## config.mk

```make
export PLATFORM = sky130hd
export DESIGN_NAME = mux_pipe_n
export DESIGN_NICKNAME = d
export VERILOG_FILES = /design/src/rtl/mux_pkg.sv /design/src/rtl/rr_arbiter_n.sv /design/src/rtl/mux_pipe_n.sv
export SDC_FILE = /design/constraint.sdc
export NUM_CORES = 1
export LEC_CHECK = 0
export ABC_AREA = 1
export CELL_PAD_IN_SITES_DETAIL_PLACEMENT = 1
export CELL_PAD_IN_SITES_GLOBAL_PLACEMENT = 1
export CORE_ASPECT_RATIO = 1.25
export CORE_MARGIN = 1.5
export CORE_UTILIZATION = 23
export DETAILED_ROUTE_END_ITERATION = 6
export PLACE_DENSITY = 0.95
export SYNTH_ARGS = -nofsm -noshare
export SYNTH_HDL_FRONTEND = slang
export SYNTH_HIERARCHICAL = 1
export SYNTH_SLANG_ARGS = --single-unit
```

## constraint.sdc

```tcl
create_clock -name clk -period 2.6 [get_ports clk]
set_clock_uncertainty 0.2 [all_clocks]
set_input_delay 0.52 -clock clk [delete_from_list [all_inputs] [get_ports clk]]
set_output_delay 0.52 -clock clk [all_outputs]
set_load 0.05 [all_outputs]
```

## src/rtl/mux_pkg.sv

```systemverilog
// Shared constants and helpers for the registered N:1 datapath multiplexer.
// Arbitration mode encodings plus a clog2 that never returns less than 1.
package mux_pkg;

   localparam int MODE_SEL = 0;
   localparam int MODE_RR  = 1;

   // Index fields stay at least one bit wide so N=1 still has a legal select port.
   function automatic int clog2_min1(input int n);
      int r;
      r = 0;
      while ((1 << r) < n) begin
         r = r + 1;
      end
      return (r < 1) ? 1 : r;
   endfunction

endpackage

```

## src/rtl/rr_arbiter_n.sv

```systemverilog
// Combinational round-robin arbiter: grants the first requesting channel
// found when searching ptr, ptr+1, ... modulo N.
module rr_arbiter_n
   import mux_pkg::*;
#(
   parameter int  N     = 4,
   localparam int SEL_W = clog2_min1(N)
) (
   input  logic [N-1:0]     req,
   input  logic [SEL_W-1:0] ptr,
   output logic [SEL_W-1:0] gnt_idx,
   output logic             gnt_valid
);

   logic [SEL_W:0]   w_sum [N];
   logic [SEL_W-1:0] w_idx [N];
   logic [N-1:0]     w_hit;

   // Offset gi from the pointer, folded back into 0..N-1; ptr is always < N.
   for (genvar gi = 0; gi < N; gi++) begin : g_rot
      assign w_sum[gi] = {1'b0, ptr} + (SEL_W+1)'(gi);
      assign w_idx[gi] = (w_sum[gi] >= (SEL_W+1)'(N))
                         ? SEL_W'(w_sum[gi] - (SEL_W+1)'(N))
                         : SEL_W'(w_sum[gi]);
      assign w_hit[gi] = req[w_idx[gi]];
   end

   // Scan from the far end so the smallest offset wins.
   always_comb begin
      gnt_idx   = '0;
      gnt_valid = 1'b0;
      for (int k = N - 1; k >= 0; k--) begin
         if (w_hit[k]) begin
            gnt_idx   = w_idx[k];
            gnt_valid = 1'b1;
         end
      end
   end

endmodule

```

## src/rtl/mux_pipe_n.sv

```systemverilog
// Registered N:1 datapath multiplexer with valid/ready handshake, explicit-select
// or round-robin arbitration. Optional MUX_PIPE_SELERR_EN adds a sticky sel_err flag.
module mux_pipe_n
   import mux_pkg::*;
#(
   parameter int  WIDTH = 32,
   parameter int  N     = 4,
   parameter int  MODE  = MODE_SEL,
   localparam int SEL_W = clog2_min1(N)
) (
   input  logic               clk,
   input  logic               rst_n,
   input  logic [N*WIDTH-1:0] in_data,
   input  logic [N-1:0]       in_valid,
   output logic [N-1:0]       in_ready,
   input  logic [SEL_W-1:0]   sel,
   output logic [WIDTH-1:0]   out_data,
   output logic [SEL_W-1:0]   out_sel,
   output logic               out_valid,
   input  logic               out_ready
`ifdef MUX_PIPE_SELERR_EN
   ,
   output logic               sel_err
`endif
);

   logic             w_accept;
   logic             w_grant_valid;
   logic [SEL_W-1:0] w_grant_idx;
   logic             w_transfer;
   logic [WIDTH-1:0] w_mux_data;

   logic [WIDTH-1:0] r_out_data;
   logic [SEL_W-1:0] r_out_sel;
   logic             r_out_valid;

   // The stage can take a word whenever it is empty or its word leaves this cycle.
   assign w_accept   = !r_out_valid || out_ready;
   assign w_transfer = w_accept && w_grant_valid;

   generate
      if (MODE == MODE_RR) begin : g_rr
         logic [SEL_W-1:0] r_rr_ptr;

         rr_arbiter_n #(
            .N (N)
         ) u_arb (
            .req       (in_valid),
            .ptr       (r_rr_ptr),
            .gnt_idx   (w_grant_idx),
            .gnt_valid (w_grant_valid)
         );

         always_ff @(posedge clk or negedge rst_n) begin
            if (!rst_n) begin
               r_rr_ptr <= '0;
            end else if (w_transfer) begin
               r_rr_ptr <= (w_grant_idx == SEL_W'(N - 1)) ? '0 : w_grant_idx + SEL_W'(1);
            end
         end
      end else begin : g_sel
         logic [N-1:0] w_sel_match;

         // An out-of-range sel matches no channel, so it can never grant.
         for (genvar gi = 0; gi < N; gi++) begin : g_match
            assign w_sel_match[gi] = (sel == SEL_W'(gi));
         end

         assign w_grant_idx   = sel;
         assign w_grant_valid = |(w_sel_match & in_valid);
      end
   endgenerate

   for (genvar gi = 0; gi < N; gi++) begin : g_ready
      assign in_ready[gi] = w_transfer && (w_grant_idx == SEL_W'(gi));
   end

   always_comb begin
      w_mux_data = '0;
      for (int i = 0; i < N; i++) begin
         if (w_grant_idx == SEL_W'(i)) begin
            w_mux_data = in_data[i*WIDTH +: WIDTH];
         end
      end
   end

   // A load wins over a drain, so back-to-back words keep out_valid high.
   always_ff @(posedge clk or negedge rst_n) begin
      if (!rst_n) begin
         r_out_data  <= '0;
         r_out_sel   <= '0;
         r_out_valid <= 1'b0;
      end else if (w_transfer) begin
         r_out_data  <= w_mux_data;
         r_out_sel   <= w_grant_idx;
         r_out_valid <= 1'b1;
      end else if (out_ready) begin
         r_out_valid <= 1'b0;
      end
   end

   assign out_data  = r_out_data;
   assign out_sel   = r_out_sel;
   assign out_valid = r_out_valid;

`ifdef MUX_PIPE_SELERR_EN
   logic w_sel_oor;
   logic r_sel_err;

   assign w_sel_oor = ({1'b0, sel} >= (SEL_W+1)'(N));

   always_ff @(posedge clk or negedge rst_n) begin
      if (!rst_n) begin
         r_sel_err <= 1'b0;
      end else if ((MODE == MODE_SEL) && w_sel_oor && (|in_valid)) begin
         r_sel_err <= 1'b1;
      end
   end

   assign sel_err = r_sel_err;
`endif

endmodule

```

==> results.cfg, run 1 <==
[status]
status = complete, no violations

[timing]
finalCriticalPeriod_ns = 2.518
setup_tns_ns = 0
period_share_pct = 96.84
slew_headroom_pct = 43.86
grt_setup_unrepaired = no
finalSetupViolations = 0
finalHoldViolations = 0
timing.fmax_mhz = 397.2
whs_ns = 0.1545
finalMaxSlewViolations = 0
worst_pin_slew_ns = 0.8421

[clock_network]
cts_buffer_depth = 2
clk_latency_ns = 0.27
clock-sinks = 35
postCtsHoldBufs = 0
root_buffer = clkbuf_16
cts_buffers = 5
path_clk_slew_ns = 0.06
cts-htree-levels = 2
tritoncts = done

[floorplanning]
fp-row-count = 40
die-area_um2 = 10300
start_util_pct = 23.45
die_x_um = 91.07
io_pins = 176
die_height_um = 113.1
core-area_um2 = 9509

[layout]
nNetsFinal = 667
final_cells = 656
finish.utilization_pct = 46.54
antennaDiodeCount = 0
area_growth_pct = 98.48
drive_gt1_share_pct = 10.57

[synth]
synth_warnings = 6
synth_top_area_share_pct = 39.28
avgSynthCellArea_um2 = 6.463
synth_area_leaders = dfrtp_1 39%, nand2_1 39%, nand4_1 9.0%
netlist_area_um2 = 2230
syn_inst = 345
synth-edff-count = 0
synthesis.nets = 482
synth_seq_area_share_pct = 39.28
ys_types = 17
synth_commonest_cells = 232 x nand2_1, 35 x dfrtp_1, 32 x nand4_1
synth_area_leader_cell = dfrtp_1
ys_async_sr_fraction_pct = 100.0
synth_ff_type = dfrtp_1
synth_most_common_cell = nand2_1
synth-seq-cells = 35

[min_path]
min_path_type = in -> async

[power]
power_density_nw_per_um2 = 598.9
p_leak_nw = 2.001
vdd_drop_max_v = 0.0002681

[global_routing]
grt_pass1_wl_um = 16770
antenna_found_initial = 0
grt.total_usage_pct = 20.77
grt_pass1_vias = 3518
grt_overflow = 0
grt_start_max_net_pins = 36

[run]
maxCapViolCount = 0

[route]
totalWireLength_um = 10840
vias = 3045
via_per_inst = 4.642
drc = 0
drtIter0Drc = 63
firstDrtPassIters = 4
wl_per_cell_um = 16.52
detail-route-antenna-nets = 0

[setup_path]
worst_ep_required_time_ns = 1.88
crit_arrival_ns = 1.80
criticalPathCategory = in -> out
start_kind = input port
worstSetupEndpointType = primary output
crit_path_max_fanout = 3

[place]
io_buffers = 175
dp.cells = 643
gp_congestion = 0.7885
dp_hpwl_um = 8324
## cells by family after synthesis
group	synth area share, %
AO/OA/AOI/OAI	0.7297
buffers and inverters	7.071
flip-flops	39.28
AND/OR/NAND/NOR	52.92
## placed cells by master (no fill, tap or decap), types with 2 or more instances in the layout
cell type	count
dlymetal6s2s_1	2
nand2_2	3
inv_2	2
buf_12	2
clkbuf_16	5
dfrtp_1	35
clkdlybuf4s50_1	168
inv_1	6
buf_6	4
nor2_4	3
nor2_2	5
nand3_4	2
nand4_1	32
buf_4	21
nand3_2	3
nand2_1	230
## critical path, cell delays in order
cell and delay (ns):
clkdlybuf4s50_1 0.51, nand3_4 0.10, nand2_4 0.09, inv_1 0.06
nand2_2 0.11, nand3_2 0.11, nor2_4 0.14, buf_12 0.14
## sequential cells by signal (all words and copies together), names as in the netlist
register   cells
out_data      32
out_sel        2
out_valid      1
## power by group
group	internal (mW)	switching (mW)	total [mW]
Combinational	0.514	0.798	1.31
Sequential	0.670	0.0710	0.741
Clock	0.374	0.224	0.598
Total	1.56	1.09	2.65
## final cells by class
cell class              count  area, um2
flip-flops and latches     35      875.8
repair buffers            198       1954
fillers                  1197       5084
well taps                 126      157.7
clock buffers               6      138.9
multi-input cells         282       1264
clock inverters             1      5.005
inverters                   8      30.03
## worst paths after layout
path	start	end	slack [ns]	cells after the start
min in group clk	out_sel[0]$_DFFE_PN0P_	out_sel[0]$_DFFE_PN0P_	0.27	2
worst max register to register	out_valid$_DFFE_PN0P_	out_data[27]$_DFFE_PN0P_	0.76	7
worst min register to register	out_sel[0]$_DFFE_PN0P_	out_sel[0]$_DFFE_PN0P_	0.27	2
worst max-delay path	in_valid[1]	in_ready[1]	0.08	8
worst min-delay path	rst_n	out_data[12]$_DFFE_PN0P_	0.15	1
max in group asynchronous	rst_n	out_data[15]$_DFFE_PN0P_	1.52	1
## routing by layer
metal	GRT usage, %	wire, um	up-vias
met2	42.84	6211	120
li1	-	-	1448
met4	9.063	367	0
met5	0	0	-
met3	4.099	500	28
met1	19.07	3758	1449
## through the flow
| step | cell area, um2 | setup WS (ns) | total power [mW] |
|---|---|---|---|
| global placement | 4151 | -0.01492 | 1.997 |
| finish | 4425 | 0.08211 | 2.651 |
| global route | 4425 | 0.03734 | 2.777 |
| floorplan | 2230 | 0.01500 | 1.447 |
| CTS | 4360 | 0.0006788 | 2.663 |
| detailed placement | 4151 | -0.1770 | 2.041 |
## repair_timing
item,in CTS,in global routing
hold endpoints to repair,0,0
cloned,0,0
buffers inserted,4,2
setup endpoints to repair,4,4
pin swaps,3,7
gates resized for setup,10,11
Note: power is estimated with default switching activity, not from simulation.
==> inputs of run 2 (changes only) <==
--- a/config.mk
+++ b/config.mk
@@ -12,7 +12,7 @@
 export CORE_MARGIN = 1.5
 export CORE_UTILIZATION = 23
 export DETAILED_ROUTE_END_ITERATION = 6
-export PLACE_DENSITY = 0.95
+export PLACE_DENSITY_LB_ADDON = 0.1
 export SYNTH_ARGS = -nofsm -noshare
 export SYNTH_HDL_FRONTEND = slang
 export SYNTH_HIERARCHICAL = 1
==> results.cfg, run 2 (same netlist as run 1, synthesis figures left out) <==
[power]
p_leak_nw = 1.985
power_density_nw_per_um2 = 636.7
vdd_drop_max_v = 0.0002600
totalPowerFinal_mw = 2.796

[layout]
mostFrequentLayoutCells = 232 x nand2_1, 168 x clkdlybuf4s50_1, 35 x dfrtp_1
largest_reg_flops = 32
finish.utilization_pct = 46.18
final_cells = 654
final_common_cell = nand2_1
area_growth_pct = 96.97
drive_gt1_share_pct = 8.712
nNetsFinal = 664
antennaDiodeCount = 0

[route]
drtIter0Drc = 85
firstDrtPassIters = 4
detail-route-antenna-nets = 0
vias = 2940
wl_per_cell_um = 14.80
totalWireLength_um = 9677
via_per_inst = 4.495
drc = 0

[floorplanning]
io_pins = 176
start_util_pct = 23.45
die_height_um = 113.1
fp-row-count = 40
die-area_um2 = 10300
core-area_um2 = 9509
die_x_um = 91.07

[setup_path]
crit_arrival_ns = 1.77
reg2reg_setup_slack_ns = 0.90
crit_start = in_valid[3]
reg2reg_to = out_data[28]$_DFFE_PN0P_
worstSetupEndpointType = primary output
criticalPathCategory = in -> out
start_kind = input port
crit_path_max_fanout = 2
reg2reg_from = out_valid$_DFFE_PN0P_
ff2ff_path_depth = 7
worst_ep_required_time_ns = 1.88

[clock_network]
root_buffer = clkbuf_16
clock-sinks = 35
cts_buffers = 5
cts-htree-levels = 2
path_clk_slew_ns = 0.06
post-cts-setup-buffers = 0
tritoncts = done
cts_buffer_depth = 2
clk_latency_ns = 0.28

[min_path]
min_path_type = in -> async

[global_routing]
grt_pass1_vias = 3130
grt_pass1_wl_um = 15470
antenna_found_initial = 0
grt_overflow = 0
grt_start_max_net_pins = 36
grt.total_usage_pct = 19.20

[timing]
finalCriticalPeriod_ns = 2.490
worst_pin_slew_ns = 0.8661
grt_setup_unrepaired = no
timing.fmax_mhz = 401.6
period_share_pct = 95.77
finalHoldViolations = 0
finalMaxSlewViolations = 0
finalSetupViolations = 0
slew_headroom_pct = 42.26

[run]
maxCapViolCount = 0

[place]
dp.cells = 646
dp_hpwl_um = 7341
gp_congestion = 0.7350
io_buffers = 175

[status]
status = complete, no violations
## run 2: critical path: stages
cell and delay (ns):
clkdlybuf4s50_1 0.46, nand3_1 0.11, nand2_2 0.13, inv_1 0.05, nand2_1 0.08, nand3_1 0.10
nor2_2 0.17, buf_12 0.15
## run 2: layout make-up
| class | instances | area, um2 |
|---|---|---|
| clock inverters | 2 | 60.06 |
| fillers | 1197 | 5117 |
| flip-flops and latches | 35 | 875.8 |
| well taps | 126 | 157.7 |
| repair buffers | 195 | 1933 |
| inverters | 8 | 30.03 |
| clock buffers | 6 | 128.9 |
| multi-input cells | 282 | 1206 |
## run 2: stage by stage
stage / setup TNS [ns] / instance area (um2) / hold WS [ns] / setup slack (ns)
finish: 0 / 4392 / 0.1433 / 0.1099
global placement: -1.256 / 4187 / 0.2583 / -0.07429
global route: 0 / 4392 / 0.2300 / 0.01717
detailed placement: -4.451 / 4187 / 0.2638 / -0.1593
floorplan: 0 / 2230 / 0.02441 / 0.01500
CTS: 0 / 4392 / 0.1911 / 0.1046
## run 2: where the power goes
group | switching [mW] | total [mW] | internal, mW
sequential | 0.0669 | 0.736 | 0.669
combinational | 0.767 | 1.27 | 0.508
clock | 0.235 | 0.785 | 0.550
total | 1.07 | 2.80 | 1.73
## run 2: how the worst max path moves through the flow
stage	slack, ns	endpoint
6_report	0.11	in_ready[2]
5_1_grt	0.02	in_ready[2]
4_1_cts	0.10	in_ready[2]
3_5_place_dp	-0.16	out_data[26]$_DFFE_PN0P_
3_3_place_gp	-0.07	in_ready[1]
2_1_floorplan	0.01	in_ready[0]
## run 2: what timing repair did
| item | 4_1_cts | 5_1_grt |
|---|---|---|
| hold buffers | 0 | 0 |
| endpoints found under the setup margin | 4 | 0 |
| endpoints found under the hold margin | 0 | 0 |
| gates resized for setup | 8 | 0 |
## run 2: layer usage
layer | wire (um) | share of wire [%] | GRT usage [%]
met4 | 174 | 1.8 | 5.729
met1 | 3786 | 39 | 20.67
met2 | 5183 | 54 | 36.87
met5 | 0 | 0 | 0
met3 | 532 | 5.5 | 4.301
